==> src/rtl/rf_wb_arbiter.sv <==
// Register-file write-port arbiter: fixed-priority pipeline writeback plus round-robin
// long-latency sources, one output register stage, and a busy scoreboard for in-flight results.
module rf_wb_arbiter #(
  parameter int NREQ = 3
) (
  input  logic              clk,
  input  logic              rst,
  input  logic [NREQ-1:0]   req_valid,
  input  logic [5*NREQ-1:0] req_rd,
  input  logic [32*NREQ-1:0] req_data,
  output logic [NREQ-1:0]   req_ready,
  input  logic              rsv_valid,
  input  logic [4:0]        rsv_rd,
  output logic [31:0]       busy,
  output logic [4:0]        rf_rd,
  output logic              rf_reg_write,
  output logic [31:0]       rf_wdata
);

  localparam int IDXW  = $clog2(NREQ);
  localparam int NSLOT = 1 << IDXW;

  // Requester fields unpacked into arrays padded to a power of two so the selected
  // index can never address past the end.
  logic [4:0]  rd_arr   [NSLOT];
  logic [31:0] data_arr [NSLOT];

  genvar gi;
  generate
    for (gi = 0; gi < NSLOT; gi++) begin : g_slot
      if (gi < NREQ) begin : g_used
        assign rd_arr[gi]   = req_rd[5*gi +: 5];
        assign data_arr[gi] = req_data[32*gi +: 32];
      end else begin : g_pad
        assign rd_arr[gi]   = 5'd0;
        assign data_arr[gi] = 32'd0;
      end
    end
  endgenerate

  logic [IDXW-1:0] rr_reg, rr_next;
  logic [IDXW-1:0] gnt_idx;
  logic            gnt_any;
  logic            xfer_lr;
  logic [4:0]      sel_rd;
  logic [31:0]     sel_data;

  logic [4:0]      rf_rd_reg, rf_rd_next;
  logic            rf_reg_write_reg, rf_reg_write_next;
  logic [31:0]     rf_wdata_reg, rf_wdata_next;
  logic [31:1]     busy_reg, busy_next;

  // Requester 0 wins outright; otherwise scan rr..NREQ-1 then 1..rr-1.
  always_comb begin
    gnt_any = 1'b0;
    gnt_idx = '0;
    if (req_valid[0]) begin
      gnt_any = 1'b1;
    end else begin
      for (int i = 1; i < NREQ; i++) begin
        if (!gnt_any && req_valid[i] && (i >= int'(rr_reg))) begin
          gnt_any = 1'b1;
          gnt_idx = IDXW'(i);
        end
      end
      for (int i = 1; i < NREQ; i++) begin
        if (!gnt_any && req_valid[i] && (i < int'(rr_reg))) begin
          gnt_any = 1'b1;
          gnt_idx = IDXW'(i);
        end
      end
    end
  end

  assign req_ready = gnt_any ? (NREQ'(1) << gnt_idx) : '0;
  assign xfer_lr   = gnt_any && (gnt_idx != '0);
  assign sel_rd    = rd_arr[gnt_idx];
  assign sel_data  = data_arr[gnt_idx];

  always_comb begin
    rr_next           = rr_reg;
    rf_rd_next        = rf_rd_reg;
    rf_wdata_next     = rf_wdata_reg;
    rf_reg_write_next = 1'b0;
    if (gnt_any) begin
      rf_rd_next        = sel_rd;
      rf_wdata_next     = sel_data;
      rf_reg_write_next = (sel_rd != 5'd0);
    end
    if (xfer_lr) begin
      rr_next = (gnt_idx == IDXW'(NREQ - 1)) ? IDXW'(1) : gnt_idx + 1'b1;
    end
  end

  // A new reservation beats a retiring write to the same register.
  generate
    for (gi = 1; gi < 32; gi++) begin : g_busy
      assign busy_next[gi] = (rsv_valid && (rsv_rd == 5'(gi))) ||
                             (busy_reg[gi] && !(xfer_lr && (sel_rd == 5'(gi))));
    end
  endgenerate

  always_ff @(posedge clk or posedge rst) begin
    if (rst) begin
      rr_reg           <= IDXW'(1);
      rf_rd_reg        <= 5'd0;
      rf_reg_write_reg <= 1'b0;
      rf_wdata_reg     <= 32'd0;
      busy_reg         <= '0;
    end else begin
      rr_reg           <= rr_next;
      rf_rd_reg        <= rf_rd_next;
      rf_reg_write_reg <= rf_reg_write_next;
      rf_wdata_reg     <= rf_wdata_next;
      busy_reg         <= busy_next;
    end
  end

  assign rf_rd        = rf_rd_reg;
  assign rf_reg_write = rf_reg_write_reg;
  assign rf_wdata     = rf_wdata_reg;
  assign busy         = {busy_reg, 1'b0};

endmodule

==> config.mk <==
export PLATFORM = sky130hd
export DESIGN_NAME = rf_wb_arbiter
export DESIGN_NICKNAME = d
export VERILOG_FILES = /design/src/rtl/rf_wb_arbiter.sv
export SDC_FILE = /design/constraint.sdc
export NUM_CORES = 1
export LEC_CHECK = 0
export BUFFER_PORTS_ARGS = -buffer_cell sky130_fd_sc_hd__buf_2
export CORE_MARGIN = 2
export CORE_UTILIZATION = 45
export CTS_CLUSTER_DIAMETER = 50
export DETAILED_ROUTE_END_ITERATION = 16
export PLACE_DENSITY = 0.85
export SLEW_MARGIN = 15
export SYNTH_ARGS = -nofsm -noshare
export SYNTH_HDL_FRONTEND = slang
export SYNTH_SLANG_ARGS = --single-unit
export TNS_END_PERCENT = 20
==> constraint.sdc <==
create_clock -name clk -period 2.9 [get_ports clk]
set_input_delay 0.435 -clock clk [delete_from_list [all_inputs] [get_ports clk]]
set_output_delay 0.435 -clock clk [all_outputs]
set_load 0.005 [all_outputs]
==> summary.txt, run 1 <==
Clocking
  – Count of hold buffers inserted by post-cts repair: 0
  – Clock input transition at the sequential cells of the worst setup and hold paths: approximately 0.08 ns
  – Root Buffer Master: clkbuf_8
  – Maximum level of the CTS H-tree: 3
  – Sink Count: 71
  – TritonCTS clock tree: built
  – Num CTS Buffers: 9
  – Post-CTS resize count: 0
  – Max Root-Sink Buffers: 2
  – Clock Latency Late Sink: approximately 0.35 ns
  – Post-CTS setup-driven buffer insertion count: 0

Synth
  – Share of synthesized area occupied by flip-flops and latches: about half
  – Number of instances in the synthesized netlist: 407
  – Synth area leaders: dfrtp_1 (48%), nand2_1 (8.9%), o31ai_1 (6.3%), o21ai_0 (4.9%), a221oi_1 (4.5%)
  – Post-synth cell types: 37
  – Synthesized net count: ~530
  – Cell accounting for the most synthesized area: dfrtp_1
  – Post-synthesis instance area: 3670 um2
  – Post-synthesis sequential element count: a little over 70
  – Fraction of synthesized cell area taken by the top area cell type: 47.7%
  – Number of synthesis warnings: 0
  – Syn_area_per_cell: 9.03 um2

Placed design
  – Placement-stage cell area: 4680 um2
  – Number of buffer cells added on primary ports: between 150 and 200
  – Worst-case setup slack after placement: a little over 0.4 ns
  – Half-perimeter wire length after detailed placement: 8.78 mm
  – Gpl congestion: approximately 0.9

Worst setup path
  – Arrival time at the worst endpoint: between 2 and 2.5 ns
  – Category of the most critical setup path: reg2out
  – Critical Path RT: around 2.5 ns
  – Sort of element at the end of the critical path: output port
  – Critical Path Source Type: flop
  – Cell type group with the largest total delay on the critical path: buffers and inverters
  – Slowest CP cell: inv_1
  – List of cells traversed by the critical path: nand3b_1, nand2_1, inv_1, buf_2
  – Delay of the slowest cell on the worst path: between 0.6 and 0.7 ns
  – Count of buffering cells on the critical path with inverters included: 2
  – Highest fanout seen on the critical path: 18

GRT
  – Antenna violations before repair: 0
  – Pin count of the biggest net entering global routing: 40
  – Aggregate global-route resource usage: 27.3%
  – Wire length of the first global-routing pass: 18.7 mm
  – Gr ovfl total: 0
  – Vias in the first global route: slightly below 4000

Timing
  – Max-slew violations: 0
  – Number of endpoints with negative hold slack in the final report: 0
  – Skew final: roughly 0.0096 ns
  – Setup violations, final: 0
  – Post-route setup slack: 0.293 ns
  – Setup TNS Final: 0 ns
  – Final hold slack: slightly below 0.2 ns
  – Worst slew margin: 27.0%
  – Peak Freq: 384 MHz
  – Unrepaired setup endpoints after global routing: no
  – Slew of the pin with the lowest slew margin: between 1 and 1.5 ns
  – Share of the clock period used by the worst path: between 80% and 90%
  – Tmin final: between 2 and 3 ns

Floorplanning
  – Starting density of the core: 47.1%
  – Placement Rows: 32
  – Die boundary height: ~94 um
  – Die Width: ~94 um
  – Core Area: 7810 um2
  – DIE AREA: between 8000 and 9000 um2
  – Ports: 195

Final layout
  – Fin area: 4900 um2
  – Max FFs per register: 32
  – Layout cell share with drive strength beyond 1: between 30% and 40%
  – Final design utilization: a little over three fifths
  – Synthesis-to-layout area growth: 33.4%
  – Antenna diode count: 0
  – Layout net count: roughly 710

Pwr
  – Cell Pwr Density: 517 nW/um2
  – VDD IR max: 282 uV
  – Leak pwr: between 0.002 and 0.0025 uW

Drt
  – Average wire per cell in the routed design: between 15 and 20 um
  – Antenna violation net count after detailed routing: 0
  – Remaining DRCs: 0
  – Via count normalized by instance count: between 5 and 6
  – Detailed-router iteration count before antenna repair: 5
  – Overall via count from detail_route: just over 4000
  – Wire length after detailed routing: 12.2 mm
  – Number of DRC markers in iteration 0: 252

Hold path
  – Worst min-delay path category: in2async

Outcome
  – Outcome: finished, final reports clean

Job
  – Max Cap Viol: 0
where the power goes:
part	internal [uW]	switching, uW
Sequential	1070	46.9
Combinational	220	302
Clock	505	390
Total	1790	739
cell usage after synthesis:
cell type	instances
dfstp_2	1
o221ai_4	2
or3_1	1
inv_1	2
dfrtp_1	70
buf_2	9
o21a_1	1
o221a_4	2
o21bai_1	1
a21boi_0	1
o21ai_4	1
clkbuf_2	3
nor2b_1	4
inv_2	2
nand2_1	87
o211ai_1	1
buf_4	2
o31ai_1	31
conb_1	1
clkbuf_1	14
o221a_2	2
buf_1	4
nor3_1	3
nand3b_1	2
nand3_1	32
nand4_1	1
o21ai_0	36
a221oi_1	19
nor2b_2	1
a21oi_1	19
nand2b_1	7
a222oi_1	13
buf_6	1
mux2_2	1
and2_1	2
nor2_1	26
o221ai_2	2
cell usage in the layout (no fill, tap or decap), types with 2 or more instances in the layout:
cell type  count
bufinv_16      2
a21oi_1       19
o21ai_0       36
nor2b_1        4
nor3_1         2
nand3b_1       2
a222oi_1      13
nor2_1        26
o221ai_4       2
o221a_4        2
o221a_2        2
and2_1         2
nand2b_1       7
a221oi_1      19
o221ai_2       2
nand3_1       32
dfrtp_1       70
inv_2          3
nand2_1       87
o31ai_1       31
clkinv_2       3
clkbuf_8      10
buf_2        193
buf_4          5
metal layers:
metal / global-route usage (%) / share of wire [%]
met1: 34.5 / 39
met4: 12.6 / 3.6
met2: 45.8 / 50
met3: 4.55 / 8.0
met5: 0 / 0
through the flow:
| stage | cells | power (uW) |
|---|---|---|
| 4_1_cts | 691 | 2540 |
| 6_report | 691 | 2530 |
| 3_5_place_dp | 675 | 1650 |
| 2_1_floorplan | 407 | 1410 |
| 3_3_place_gp | 675 | 1640 |
| 5_1_grt | 691 | 2640 |
worst paths after layout:
kind                              startpoint      endpoint  slack [ns]  depth (start not counted)
worst max register to register     rr_reg[0]  rf_reg_write        0.69                          5
worst min register to register     rr_reg[0]     rr_reg[0]        0.47                          2
worst max-delay path               rr_reg[0]  req_ready[1]        0.29                          4
min in group clk                req_data[50]  rf_wdata[18]        0.28                          3
max in group asynchronous                rst   busy_reg[2]        2.04                          3
worst min-delay path                     rst  rf_wdata[19]        0.19                          2
worst register-to-register path: cells and delay by family (launching register included):
family / cells / cell delay (ns)
and+or+nand+nor: 3 / 0.60
AOI/OAI and AO/OA: 2 / 0.96
DFF: 1 / 0.54
final cells by class:
cell class	instances	area, um2
Inverter	4	15.0
Tap cell	102	128
Timing Repair Buffer	199	1020
Fill cell	687	2910
Multi-Input combinational cell	299	1740
Clock inverter	6	83.8
Clock buffer	10	138
Sequential cell	71	1780
logic make-up (layout without fill, tap and decap cells):
| group | after synthesis | count (layout) | share of synthesized area, % |
|---|---|---|---|
| buffers and inverters | 37 | 219 | 4.60 |
| AO/OA/AOI/OAI | 131 | 131 | 27.1 |
| AND/OR/NAND/NOR | 166 | 166 | 19.5 |
| flip-flops | 71 | 71 | 48.4 |
| multiplexers | 1 | 1 | 0.306 |
| other | 1 | 1 | 0.102 |
Power figures use the tool's default switching activity.
==> run 2, diff against run 1 <==
- CORE_MARGIN: 2 -> 1.5
==> run 2 against run 1 <==
First-iteration DRC count grew 6.0%; final cell count shrank 0.14%; power shrank 8.3%; critical path depth grew 1; core utilization shrank 0.85 points; critical path type unchanged; routed wire length shrank 3.2%; maximum frequency grew 7.9%; global-route usage grew 0.088 points; clock skew grew 0.0069 ns; combinational power shrank 0.8%; sequential power is essentially flat; highest routed layer unchanged.
==> summary.txt, run 2 (synthesized netlist as in run 1, its figures left out) <==
Drt
  – Remaining DRCs: 0
  – Overall via count from detail_route: between 3000 and 4000
  – Wire length after detailed routing: ~12 mm
  – Average wire per cell in the routed design: 17.1 um
  – Antenna violation net count after detailed routing: 0
  – Number of DRC markers in iteration 0: 267
  – Detailed-router iteration count before antenna repair: 7
  – Via count normalized by instance count: about 5.8

Clocking
  – TritonCTS clock tree: built
  – Clock Latency Late Sink: around 0.35 ns
  – Num CTS Buffers: 9
  – Post-CTS resize count: 0
  – Maximum level of the CTS H-tree: 3
  – Clock input transition at the sequential cells of the worst setup and hold paths: about 0.07 ns
  – Sink Count: 71
  – Max Root-Sink Buffers: 2
  – Post-CTS setup-driven buffer insertion count: 0
  – Count of hold buffers inserted by post-cts repair: 0
  – Root Buffer Master: clkbuf_8

Final layout
  – Synthesis-to-layout area growth: 31.6%
  – Antenna diode count: 0
  – Fillers: 712
  – Max FFs per register: 32
  – Layout net count: about 710
  – Post-route non-filler standard cell count: 690
  – Layout cell share with drive strength beyond 1: 38.6%
  – Leading cell type in the layout, fill and taps excluded: buf_2
  – Commonest cells after routing, fill and taps aside: buf_2 (193), nand2_1 (87), dfrtp_1 (70), o21ai_0 (36), nand3_1 (32)

Job
  – Max Cap Viol: 0

Worst setup path
  – Category of the most critical setup path: reg2out
  – Crit path to: req_ready[1]
  – Slack of the worst reg-to-reg path: ~0.72 ns
  – List of cells traversed by the critical path: nand3b_1, nand2_1, inv_1, buf_4, buf_2
  – Critical R2R Launch: rr_reg[0]
  – Delay of the slowest cell on the worst path: 0.54 ns
  – Sort of element at the end of the critical path: output port
  – Worst setup path start: rr_reg[0]
  – Arrival time at the worst endpoint: 1.98 ns
  – Critical Path RT: ~2.5 ns
  – Highest fanout seen on the critical path: 33
  – Number of cells traversed by the worst register-to-register path: 5
  – Slowest CP cell: dfstp_2
  – Reg-to-Reg End: rf_reg_write
  – Critical Path Source Type: flop

Floorplanning
  – Placement Rows: 32
  – Starting density of the core: a little under half
  – Die boundary height: between 90 and 100 um
  – Ports: between 150 and 200
  – Die Width: around 93 um
  – DIE AREA: ~8700 um2
  – Core Area: slightly below 8000 um2

GRT
  – Vias in the first global route: 3766
  – Pin count of the biggest net entering global routing: 40
  – Aggregate global-route resource usage: 27.3%
  – Gr ovfl total: 0
  – Antenna violations before repair: 0
  – Wire length of the first global-routing pass: approximately 18 mm

Timing
  – Unrepaired setup endpoints after global routing: no
  – Post-route setup slack: approximately 0.48 ns
  – Slew of the pin with the lowest slew margin: 0.981 ns
  – Max-slew violations: 0
  – Peak Freq: between 400 and 500 MHz
  – Final hold slack: about 0.21 ns
  – Worst slew margin: 34.5%
  – Share of the clock period used by the worst path: a little over four fifths
  – Skew final: roughly 0.017 ns
  – Setup violations, final: 0
  – Setup TNS Final: 0 ns
  – Number of endpoints with negative hold slack in the final report: 0
  – Tmin final: around 2.4 ns

Pwr
  – Leak pwr: about 0.0021 uW
  – Tot Pwr: around 2300 uW
  – VDD IR max: about 240 uV
  – Cell Pwr Density: about 480 nW/um2

Placed design
  – Gpl congestion: between 0.8 and 0.9
  – Worst-case setup slack after placement: 0.443 ns
  – Dpl cells: roughly 670
  – Number of buffer cells added on primary ports: 193
  – Half-perimeter wire length after detailed placement: approximately 8.5 mm

Outcome
  – Outcome: finished, final reports clean

Hold path
  – Worst min-delay path category: in2async
## run 2: cell types whose count changed in the layout (fill, tap and decap cells not counted)
cell       change
buf_4          -1
clkbuf_1       +4
bufinv_16      -2
clkinv_4       -1
clkinv_2       -1
## run 2: per-layer routing
| metal | wire (um) | global-route usage (%) |
|---|---|---|
| met2 | 5890 | 46.0 |
| met3 | 1000 | 4.31 |
| met1 | 4440 | 33.6 |
| met5 | 0 | 0 |
| met4 | 440 | 14.3 |
## run 2: how the worst min path moves through the flow
stage | startpoint | end | slack, ns | cells past startpoint
floorplan | rr_reg[0] | rr_reg[0] | 0.44 | 2
global placement | rr_reg[0] | rr_reg[0] | 0.46 | 2
detailed placement | rr_reg[0] | rr_reg[0] | 0.46 | 2
CTS | rst | rf_wdata[19] | 0.23 | 2
global route | rst | rf_wdata[19] | 0.26 | 2
finish | rst | rf_wdata[19] | 0.21 | 2
## run 2: area by class of cell
class | instances | area [um2] | area share [%]
clock buffers | 14 | 153 | 3.16
repair buffers | 198 | 1020 | 21.0
inverters | 4 | 15.0 | 0.310
clock inverters | 2 | 10.0 | 0.207
well taps | 102 | 128 | 2.64
multi-input cells | 299 | 1740 | 35.9
flip-flops and latches | 71 | 1780 | 36.8
## run 2: critical path, delay by kind of cell (launching register included)
family | cells | cell delay, ns
buffers and inverters | 3 | 0.64
DFF | 1 | 0.54
and+or+nand+nor | 2 | 0.44
## run 2: through the flow
step,util (%),cell area (um2)
6_report,61.9,4840
5_1_grt,61.9,4840
4_1_cts,61.9,4840
3_5_place_dp,59.9,4670
3_3_place_gp,59.9,4670
2_1_floorplan,-,3670
## run 2: power by group
part           leakage [uW]  internal (uW)  switching, uW
combinational       0.00126            219            299
sequential         0.000747           1070           45.3
clock             0.0000844            333            358
==> run 3, diff against run 2 <==
- CORE_UTILIZATION: 45 -> 41
- PLACE_DENSITY: 0.85 -> 0.82
- clock period: 2.9 -> 2 ns (I/O delays scaled with it)
==> run 3 against run 2 <==
Sequential cell count is the same; critical path type unchanged; sequential power grew 46%; critical endpoint is now req_ready[2]; combinational power grew 56%; power grew 73%.
==> summary.txt, run 3 (synthesized netlist as in run 1, its figures left out) <==
Outcome
  – Outcome: finished, final reports clean

Clocking
  – Clock Latency Late Sink: 0.34 ns
  – Maximum level of the CTS H-tree: 3
  – Num CTS Buffers: 9
  – Root Buffer Master: clkbuf_8
  – TritonCTS clock tree: built
  – Max Root-Sink Buffers: 2
  – Sink Count: 71
  – Clock input transition at the sequential cells of the worst setup and hold paths: 0.08 ns

Drt
  – Average wire per cell in the routed design: 17.2 um
  – Wire length on met2: about 6.4 mm
  – Highest metal used: met4
  – Antenna violation net count after detailed routing: 0
  – Overall via count from detail_route: 4057
  – Met3 routed WL: 923 um
  – Number of DRC markers in iteration 0: 273
  – Wire length on met1: about 4.6 mm
  – Detailed-router iteration count before antenna repair: 5
  – Remaining DRCs: 0
  – Via count normalized by instance count: 5.67
  – Wire length after detailed routing: ~12 mm

Pwr
  – Cell Pwr Density: roughly 800 nW/um2
  – Leak pwr: ~0.0022 uW
  – VDD IR max: 336 uV

GRT
  – Aggregate global-route resource usage: between 20% and 30%
  – Pin count of the biggest net entering global routing: 49
  – Wire length of the first global-routing pass: slightly below 20 mm
  – Gr ovfl total: 0
  – Antenna violations before repair: 0
  – Vias in the first global route: a little over 4000

Floorplanning
  – Die boundary height: between 90 and 100 um
  – Starting density of the core: ~42%
  – DIE AREA: between 9000 and 10000 um2
  – Die Width: slightly below 100 um
  – Placement Rows: 34
  – Core Area: around 8700 um2
  – Ports: ~200

Worst setup path
  – Category of the most critical setup path: reg2out
  – Highest fanout seen on the critical path: 34
  – Arrival time at the worst endpoint: between 1.5 and 2 ns
  – Sort of element at the end of the critical path: output port
  – Critical Path Source Type: flop
  – List of cells traversed by the critical path: nor2b_2, o21ai_4, inv_2, buf_12, buf_2
  – Slowest CP cell: dfstp_2
  – Cell type group with the largest total delay on the critical path: flip-flops
  – Count of buffering cells on the critical path with inverters included: 3
  – Critical Path RT: approximately 1.7 ns
  – Delay of the slowest cell on the worst path: about 0.55 ns
  – Number of cells traversed by the worst register-to-register path: 7
  – Crit path depth: 5

Timing
  – Tmin final: roughly 1.9 ns
  – Share of the clock period used by the worst path: roughly 96%
  – Max-slew violations: 0
  – Skew final: between 0.009 and 0.01 ns
  – Number of endpoints with negative hold slack in the final report: 0
  – Slew of the pin with the lowest slew margin: 0.675 ns
  – Peak Freq: around 520 MHz
  – Setup violations, final: 0
  – Unrepaired setup endpoints after global routing: no
  – Worst slew margin: approximately 55%
  – Setup TNS Final: 0 ns

Placed design
  – Half-perimeter wire length after detailed placement: 9.01 mm
  – Number of buffer cells added on primary ports: 193
  – Placement-stage cell area: roughly 4800 um2
  – Gpl congestion: around 0.84

Final layout
  – Fillers: ~750
  – Fin area: around 5200 um2
  – Max FFs per register: 32
  – Layout cell share with drive strength beyond 1: ~41%
  – Layout net count: about 720
  – Antenna diode count: 0
  – Leading cell type in the layout, fill and taps excluded: buf_2
  – Final design utilization: approximately three fifths
  – Synthesis-to-layout area growth: 40.4%
  – Commonest cells after routing, fill and taps aside: buf_2 (193), nand2_1 (87), dfrtp_1 (70), o21ai_0 (36), nand3_1 (32)

Hold path
  – Number of instances on the worst hold path: 3
  – Worst min-delay path category: in2reg

Job
  – Max Cap Viol: 0
[run 3: per-stage QoR]
step                      power, uW  cells  worst slack (ns)  hold slack (ns)
after CTS                      4030    713          0.000497            0.136
after detailed placement       2440    694             0.127            0.380
after floorplan                2040    407             0.288            0.413
after global routing           4190    715            0.0125            0.140
final                          4010    715            0.0888            0.154
after global placement         2410    694             0.228            0.365
[run 3: what timing repair did]
item	4_1_cts	5_1_grt
hold buffers	1	0
endpoints found under the setup margin	2	3
pin swaps	1	1
endpoints found under the hold margin	1	0
setup buffers	2	2
gates resized for setup	3	1
[run 3: final timing paths]
kind                              startpoint  slack, ns           end
worst max-delay path               rr_reg[0]       0.09  req_ready[2]
worst min-delay path            req_data[57]       0.15  rf_wdata[25]
worst max register to register     rr_reg[0]       0.09  busy_reg[15]
worst min register to register     rr_reg[0]       0.48     rr_reg[0]
max in group asynchronous                rst       0.80     rr_reg[0]
min in group asynchronous                rst       0.55  rf_wdata[18]
[run 3: layout make-up]
cell class	count	area, um2	share of cell area (%)
flip-flops and latches	71	1780	34.5
well taps	108	135	2.62
clock buffers	11	151	2.93
multi-input cells	299	1740	33.7
clock inverters	5	128	2.47
inverters	4	22.5	0.436
repair buffers	217	1210	23.4
[run 3: metal layers]
layer	up-vias	track usage, %
met5	-	0
met4	0	11.3
met3	26	3.60
met2	227	45.7
met1	1913	31.5
li1	1891	-
[run 3: where the power goes]
group	switching (uW)	internal [uW]	leakage (uW)
Sequential	71.9	1550	0.000747
Clock	559	1020	0.000136
Combinational	448	364	0.00135
Total	1080	2940	0.00224
[run 3: worst reg2reg max path: stages, from the launching register on]
cell      delay (ns)
dfstp_2         0.55
nor2b_2         0.06
o21ai_4         0.26
buf_4           0.19
o221ai_2        0.11
buf_12          0.17
o31ai_1         0.32
nand3_1         0.12
